==> src/rtl/mem_port_arbiter_pkg.sv <==
// Shared constants and state encoding for the instruction/data memory port arbiter.
package mem_port_arbiter_pkg;

  localparam int WORD_SIZE_DEF    = 16;
  localparam int STARVE_LIMIT_DEF = 4;

  typedef enum logic [1:0] {
    ST_IDLE   = 2'd0,
    ST_BUSY_I = 2'd1,
    ST_BUSY_D = 2'd2
  } arb_state_e;

  // Saturating increment of the D-grant streak, capped at the starvation limit.
  function automatic logic [3:0] streak_inc(input logic [3:0] cur, input logic [3:0] lim);
    logic [3:0] nxt;
    if (cur >= lim) begin
      nxt = lim;
    end else begin
      nxt = cur + 4'd1;
    end
    return nxt;
  endfunction

endpackage

==> src/rtl/mem_port_arbiter.sv <==
// Arbitrates the single-port unified memory between fetch (I) and memory-stage (D) requesters,
// one transaction at a time, with D priority bounded by a starvation limit.
module mem_port_arbiter
  import mem_port_arbiter_pkg::*;
#(
  parameter int WORD_SIZE    = WORD_SIZE_DEF,
  parameter int STARVE_LIMIT = STARVE_LIMIT_DEF
) (
  input  logic                 clk,
  input  logic                 reset,
  input  logic                 i_req,
  input  logic [WORD_SIZE-1:0] i_addr,
  output logic [WORD_SIZE-1:0] i_rdata,
  output logic                 i_ready,
  output logic                 i_stall,
  input  logic                 d_req,
  input  logic                 d_we,
  input  logic [WORD_SIZE-1:0] d_addr,
  input  logic [WORD_SIZE-1:0] d_wdata,
  output logic [WORD_SIZE-1:0] d_rdata,
  output logic                 d_ready,
  output logic                 d_stall,
  output logic                 m_req,
  output logic                 m_we,
  output logic [WORD_SIZE-1:0] m_addr,
  output logic [WORD_SIZE-1:0] m_wdata,
  input  logic [WORD_SIZE-1:0] m_rdata,
  input  logic                 m_ready
);

  localparam logic [3:0] LIMIT = 4'(STARVE_LIMIT);

  arb_state_e           state_q, state_d;
  logic [3:0]           streak_q, streak_d;
  logic                 m_req_q, m_req_d;
  logic                 m_we_q, m_we_d;
  logic [WORD_SIZE-1:0] m_addr_q, m_addr_d;
  logic [WORD_SIZE-1:0] m_wdata_q, m_wdata_d;
  logic                 d_wins_s;

  // D has priority unless I has already been passed over LIMIT times in a row.
  assign d_wins_s = d_req & ~(i_req & (streak_q == LIMIT));

  // Next-state, grant capture and streak update.
  always_comb begin
    state_d   = state_q;
    streak_d  = streak_q;
    m_we_d    = m_we_q;
    m_addr_d  = m_addr_q;
    m_wdata_d = m_wdata_q;
    case (state_q)
      ST_IDLE: begin
        if (d_wins_s) begin
          state_d   = ST_BUSY_D;
          m_we_d    = d_we;
          m_addr_d  = d_addr;
          m_wdata_d = d_wdata;
          if (i_req) begin
            streak_d = streak_inc(streak_q, LIMIT);
          end else begin
            streak_d = 4'd0;
          end
        end else if (i_req) begin
          state_d   = ST_BUSY_I;
          m_we_d    = 1'b0;
          m_addr_d  = i_addr;
          m_wdata_d = {WORD_SIZE{1'b0}};
          streak_d  = 4'd0;
        end else begin
          state_d = ST_IDLE;
        end
      end
      ST_BUSY_I, ST_BUSY_D: begin
        if (m_ready) begin
          state_d = ST_IDLE;
        end else begin
          state_d = state_q;
        end
      end
      default: begin
        state_d = ST_IDLE;
      end
    endcase
    m_req_d = (state_d != ST_IDLE);
  end

  // State and memory-side registers; synchronous reset drops any transaction in flight.
  always_ff @(posedge clk) begin
    if (reset) begin
      state_q   <= ST_IDLE;
      streak_q  <= 4'd0;
      m_req_q   <= 1'b0;
      m_we_q    <= 1'b0;
      m_addr_q  <= {WORD_SIZE{1'b0}};
      m_wdata_q <= {WORD_SIZE{1'b0}};
    end else begin
      state_q   <= state_d;
      streak_q  <= streak_d;
      m_req_q   <= m_req_d;
      m_we_q    <= m_we_d;
      m_addr_q  <= m_addr_d;
      m_wdata_q <= m_wdata_d;
    end
  end

  assign m_req   = m_req_q;
  assign m_we    = m_we_q;
  assign m_addr  = m_addr_q;
  assign m_wdata = m_wdata_q;

  // A flushed fetch (i_req dropped) still completes on the memory side but is not acknowledged.
  assign i_ready = (state_q == ST_BUSY_I) & m_ready & i_req;
  assign d_ready = (state_q == ST_BUSY_D) & m_ready;
  assign i_rdata = m_rdata;
  assign d_rdata = m_rdata;
  assign i_stall = i_req & ~i_ready;
  assign d_stall = d_req & ~d_ready;

endmodule

==> config.mk <==
export PLATFORM = sky130hd
export DESIGN_NAME = mem_port_arbiter
export DESIGN_NICKNAME = d
export VERILOG_FILES = /design/src/rtl/mem_port_arbiter_pkg.sv /design/src/rtl/mem_port_arbiter.sv
export SDC_FILE = /design/constraint.sdc
export NUM_CORES = 1
export LEC_CHECK = 0
export BUFFER_PORTS_ARGS = -buffer_cell sky130_fd_sc_hd__buf_2
export CORE_MARGIN = 2
export CORE_UTILIZATION = 30
export DETAILED_ROUTE_END_ITERATION = 10
export SYNTH_ARGS = -nofsm -noshare
export SYNTH_HDL_FRONTEND = slang
export SYNTH_SLANG_ARGS = --single-unit
==> constraint.sdc <==
create_clock -name clk -period 1.4 [get_ports clk]
set_clock_uncertainty 0.2 [all_clocks]
set_input_delay 0 -clock clk [delete_from_list [all_inputs] [get_ports clk]]
set_output_delay 0 -clock clk [all_outputs]
set_load 0.01 [all_outputs]
==> results.py, run 1 <==
metrics = {
    "outcome": {
        "status": "finished, violations left",
        "violations": "negative setup slack",
    },
    "critical_path": {
        "cp-end-kind": "flop",
        "cp.required_ns": 1.41,
        "crit_arrival_ns": 1.53,
        "worstReg2RegEnd": "m_addr[10]$_SDFFE_PP0P_",
        "critical_path_class": "reg -> reg",
        "reg2reg_depth": 6,
        "path_max_fanout": 10,
        "start_kind": "flop",
        "regToRegSetupSlack_ns": -0.12,
        "r2r_start": "streak_q[1]$_SDFFE_PP0P_",
    },
    "power": {
        "irDropWorstVdd_mv": 0.323,
        "total_power_uw": 2890,
        "p_leak_uw": 0.00155,
        "powerDensity_mw_per_mm2": 816,
    },
    "place": {
        "routabilityCongestion": 0.772,
        "dp_hpwl_um": 3770,
        "dpl.cell_count": 389,
        "dpl-instance-area_mm2": 0.00257,
        "portBuffers": 91,
    },
    "timing": {
        "relSlewSlack_pct": 79.2,
        "tightest_slew_ns": 0.312,
        "rsz0062_at_grt": "yes",
        "fin_worst_hold_slack_ns": 0.0547,
        "timing.final.ws_setup_ns": -0.121,
        "finalCritPeriodShare_pct": 109,
        "final-setup-viol-count": 36,
        "maxSlewViolCount": 0,
        "fin_crit_ns": 1.52,
        "finalHoldViolCount": 0,
        "fmax_ghz": 0.658,
    },
    "layout": {
        "fin_cells": 472,
        "fin_util_pct": 52.2,
        "synthToLayoutAreaGrowth_pct": 68.0,
        "diodes": 0,
        "fin_nets": 452,
        "fin_area_mm2": 0.00354,
        "drive_gt1_share_pct": 46.0,
    },
    "detailed_routing": {
        "ant_nets": 0,
        "routed.top_layer": "met4",
        "first_pass_iters": 4,
        "routed_wl_um": 6770,
        "wire_per_inst_um": 14.3,
        "vias_per_cell": 4.72,
        "vias": 2230,
        "met1_length_um": 2920,
        "drc_errors": 0,
        "drt_iter0_drc": 60,
        "dr_wl_met2_um": 3390,
        "wl_met3_um": 409,
    },
    "global_route": {
        "grt_max_degree": 24,
        "gr-total-overflow": 0,
        "antenna_found_initial": 0,
        "grtUsageTotal_pct": 15.6,
        "grt_pass1_vias": 2080,
        "grt_first_pass_wirelength_um": 9530,
    },
    "flow_run": {
        "max-cap-violations": 0,
    },
    "die": {
        "die_h_um": 87.9,
        "start_util_pct": 31.0,
        "core_area_mm2": 0.00679,
        "die_x_um": 87.9,
        "fp-row-count": 30,
        "pin_count": 140,
        "die_area_mm2": 0.00772,
    },
    "clock_network": {
        "cts_tree": "built",
        "clockBufferDepth": 2,
        "clkTransAtPathRegs_ns": 0.08,
        "clockRootBuffer": "clkbuf_8",
        "insertion_delay_ns": 0.29,
        "numCtsBuffers": 5,
        "cts.sinks": 40,
        "cts_max_level": 2,
    },
    "synth": {
        "yosysMostFrequentCell": "dfxtp_1",
        "ys.flop_type": "dfxtp_1",
        "synth_cells": 232,
        "synth_common_cells": "dfxtp_1 (40), buf_4 (36), nor2_1 (36)",
        "synth_edf_count": 0,
        "synth_top_area_cell": "dfxtp_1",
        "syn_area_per_cell_um2": 9.09,
        "yosysTopAreaCellShare_pct": 38.0,
        "syn-cell-area_mm2": 0.00211,
        "ys_ff_latch": 40,
        "async_flop_share_pct": 0,
        "synth.distinct_cells": 31,
        "ys_top_cells_by_area": "dfxtp_1 (38%), buf_4 (13%), a32oi_1 (7.1%)",
        "synth_nets": 308,
        "synth_seq_area_share_pct": 38.0,
        "synth.yosys.warnings": 0,
    },
    "worst_hold_path": {
        "hold_path.class": "in -> reg",
        "hold_path_depth": 4,
        "min-delay-start": "d_req",
        "hold_end": "streak_q[0]$_SDFFE_PP0P_",
    },
}
## per-stage QoR
stage	worst slack [ns]	TNS (ns)
final	-0.121	-2.54
after global routing	-0.208	-5.46
after CTS	-0.115	-2.51
after detailed placement	-0.232	-3.48
after global placement	-0.164	-2.66
after floorplan	-0.0979	-1.14
## state kept, by name (all words and copies together) (netlist names)
register,cells
m_we,1
streak_q,4
m_req,1
m_addr,16
m_wdata,16
state_q,2
## how the worst max path moves through the flow
| stage | start | endpoint | slack (ns) | cells past startpoint |
|---|---|---|---|---|
| after detailed placement | streak_q[0]$_SDFFE_PP0P_ | m_addr[9]$_SDFFE_PP0P_ | -0.23 | 5 |
| final | streak_q[1]$_SDFFE_PP0P_ | m_addr[10]$_SDFFE_PP0P_ | -0.12 | 6 |
| after global placement | streak_q[1]$_SDFFE_PP0P_ | m_addr[4]$_SDFFE_PP0P_ | -0.16 | 5 |
| after CTS | streak_q[0]$_SDFFE_PP0P_ | m_addr[15]$_SDFFE_PP0P_ | -0.12 | 6 |
| after floorplan | streak_q[1]$_SDFFE_PP0P_ | m_addr[10]$_SDFFE_PP0P_ | -0.1 | 6 |
| after global routing | streak_q[0]$_SDFFE_PP0P_ | m_addr[10]$_SDFFE_PP0P_ | -0.21 | 6 |
## per-layer routing
metal | vias up | GRT usage (%)
met3 | 6 | 3.30
met1 | 1034 | 18.0
met5 | - | 0
met4 | 0 | 4.06
met2 | 92 | 29.1
li1 | 1098 | -
## layout make-up
type                       count  area [um2]
multi-input combinational    138        1080
fill                         617        3250
sequential                    40         806
clock inverter                 1        5.00
clock buffer                   6        72.6
inverter                       5        18.8
timing repair buffer         186        1440
tap                           96         120
## cells in the final DEF (no fill, tap or decap), drive strengths merged, types with 3 or more instances in the layout
master       netlist  routed
nand3             16      16
a32oi             17      17
dlygate4sd3        0      69
inv                5       5
ha                 6       6
dfxtp             40      40
nor2              36      36
a311oi            16      16
o21ai             18      18
clkbuf             3       7
nand4              3       3
and2               2       4
nand2              5       5
a21oi              5       5
buf               48     116
## power breakdown
group / switching, uW / total (uW) / internal, uW
registers: 42.3 / 1270 / 1230
clock network: 397 / 737 / 340
logic: 419 / 886 / 467
## repair_timing
item / CTS / global route
resized for setup: 23 / 14
buffers inserted: 3 / 0
setup endpoints to repair: 42 / 44
pin swaps: 13 / 2
cloned: 0 / 4
hold buffers: 69 / 0
endpoints found under the hold margin: 71 / 0
## critical path: stages, from the launching register on
cell and delay, ns:
dfxtp_2 0.33, inv_2 0.06, ha_4 0.14, and4b_4 0.27
buf_12 0.14, o21ai_2 0.07, a311oi_2 0.24
## logic make-up after synthesis
logic type      count (synthesis)  share of synthesized area (%)
compound gates                 60                           25.1
flops                          40                           38.0
fa+ha+maj                       6                           3.56
buf+inv                        56                           17.6
simple gates                   70                           15.8
No activity file was read; power rests on OpenSTA's default activity.
==> run 2, diff against run 1 <==
--- a/config.mk
+++ b/config.mk
@@ -5,7 +5,7 @@
 export SDC_FILE = /design/constraint.sdc
 export NUM_CORES = 1
 export LEC_CHECK = 0
-export BUFFER_PORTS_ARGS = -buffer_cell sky130_fd_sc_hd__buf_2
+export BUFFER_PORTS_ARGS = -buffer_cell sky130_fd_sc_hd__buf_4
 export CORE_MARGIN = 2
 export CORE_UTILIZATION = 30
 export DETAILED_ROUTE_END_ITERATION = 10
==> run 2 against run 1 <==
Net effect:
- the flow still finishes with violations (negative setup slack)
- critical path depth stayed put
- combinational power is 7.9% higher
- wire length is 2.9% higher
- via count is 0.22% lower
- first-iteration DRC count is 33% higher
- highest routed layer unchanged
==> results.py, run 2 (same netlist as run 1, synthesis figures left out) <==
metrics = {
    "global_route": {
        "grtUsageTotal_pct": 16.6,
        "grt_max_degree": 24,
        "antenna_found_initial": 0,
        "gr-total-overflow": 0,
        "grt_first_pass_wirelength_um": 10100,
        "grt_pass1_vias": 2182,
    },
    "clock_network": {
        "clkTransAtPathRegs_ns": 0.08,
        "cts.sinks": 40,
        "numCtsBuffers": 5,
        "cts_tree": "built",
        "clockBufferDepth": 2,
        "clockRootBuffer": "clkbuf_8",
        "insertion_delay_ns": 0.30,
        "cts_max_level": 2,
    },
    "power": {
        "total_power_uw": 3280,
        "irDropWorstVdd_mv": 0.473,
        "powerDensity_mw_per_mm2": 862,
        "p_leak_uw": 0.00162,
    },
    "timing": {
        "timing.final.ws_setup_ns": -0.159,
        "tightest_slew_ns": 0.381,
        "maxSlewViolCount": 0,
        "relSlewSlack_pct": 74.5,
        "final-setup-viol-count": 37,
        "finalCritPeriodShare_pct": 111,
        "rsz0062_at_grt": "yes",
        "fin_crit_ns": 1.56,
        "fmax_ghz": 0.642,
        "finalHoldViolCount": 0,
        "fin_worst_hold_slack_ns": 0.0220,
    },
    "critical_path": {
        "critical_path_class": "reg -> reg",
        "path_max_fanout": 11,
        "start_kind": "flop",
        "cp.required_ns": 1.39,
        "crit_arrival_ns": 1.55,
        "cp-end-kind": "flop",
    },
    "layout": {
        "final_cell_mix": "buf_4 (98), dlygate4sd3_1 (69), dfxtp_1 (36)",
        "final_common_cell": "buf_4",
        "fillers": 565,
        "fin_nets": 449,
        "synthToLayoutAreaGrowth_pct": 80.2,
        "fin_util_pct": 56.0,
        "drive_gt1_share_pct": 45.7,
        "diodes": 0,
    },
    "die": {
        "start_util_pct": 31.0,
        "fp-row-count": 30,
        "die_x_um": 87.9,
        "die_h_um": 87.9,
        "die_area_mm2": 0.00772,
        "pin_count": 140,
        "core_area_mm2": 0.00679,
    },
    "outcome": {
        "status": "finished, violations left",
        "violations": "negative setup slack",
    },
    "worst_hold_path": {
        "hold_path.class": "in -> reg",
    },
    "detailed_routing": {
        "routed_wl_um": 6960,
        "vias_per_cell": 4.73,
        "drc_errors": 0,
        "drt_iter0_drc": 80,
        "first_pass_iters": 4,
        "vias": 2225,
        "ant_nets": 0,
        "wire_per_inst_um": 14.8,
    },
    "flow_run": {
        "max-cap-violations": 0,
    },
    "place": {
        "dp_hpwl_um": 3860,
        "routabilityCongestion": 0.755,
        "portBuffers": 91,
    },
}
## run 2: cell count changes in the layout (fill, tap and decap cells not counted), sizes merged
cell / previous run / this run
buf: 116 / 112
bufinv: 0 / 1
clkbuf: 7 / 8
clkdlybuf4s15: 0 / 1
clkinv: 1 / 0
## run 2: routing by layer
metal | wire, um | global-route usage [%] | vias to the layer above
li1 | - | - | 1093
met1 | 2900 | 18.7 | 1035
met2 | 3570 | 30.9 | 90
met3 | 405 | 3.39 | 7
met4 | 86 | 5.87 | 0
met5 | 0 | 0 | -
## run 2: stage by stage
stage                     std cells  setup slack, ns  TNS (ns)  instance area [um2]
after floorplan                 232          -0.0979     -1.14                 2170
after global placement          388          -0.0848     -1.67                 2800
after detailed placement        388           -0.134     -2.67                 2800
after CTS                       465           -0.130     -3.14                 3690
after global routing            470           -0.224     -7.14                 3800
final                           470           -0.159     -4.20                 3800
## run 2: final timing paths
check	endpoint	slack, ns	startpoint	cells after the start
max	m_wdata[1]$_SDFFE_PP0P_	-0.16	streak_q[0]$_SDFFE_PP0P_	6
min	streak_q[1]$_SDFFE_PP0P_	0.02	i_req	5
max reg2reg	m_wdata[1]$_SDFFE_PP0P_	-0.16	streak_q[0]$_SDFFE_PP0P_	6
min reg2reg	m_wdata[12]$_SDFFE_PP0P_	0.30	m_wdata[12]$_SDFFE_PP0P_	2
## run 2: power by group
group	switching [uW]	internal (uW)
registers	47.2	1230
logic	421	535
clock network	419	629
total	888	2390
## run 2: what timing repair did
item / CTS / global route
pin swaps: 11 / 7
cloned: 0 / 4
resized for setup: 22 / 14
endpoints found under the hold margin: 72 / 0
setup endpoints to repair: 42 / 41
buffers inserted: 0 / 1
hold buffers: 69 / 0
## run 2: area by class of cell
type,instances,area (um2),share of cell area [%]
clock buffer,7,96.3,2.53
sequential,40,806,21.2
inverter,5,18.8,0.494
tap,96,120,3.16
multi-input combinational,138,1070,28.1
clock inverter,1,30.0,0.790
timing repair buffer,183,1660,43.8
## run 2: worst max-delay path: stages (launching register included)
cell and delay (ns):
dfxtp_2 0.33, inv_2 0.07, ha_4 0.14, nand4b_2 0.20, clkbuf_16 0.24, a32oi_1 0.22
nor2_1 0.05
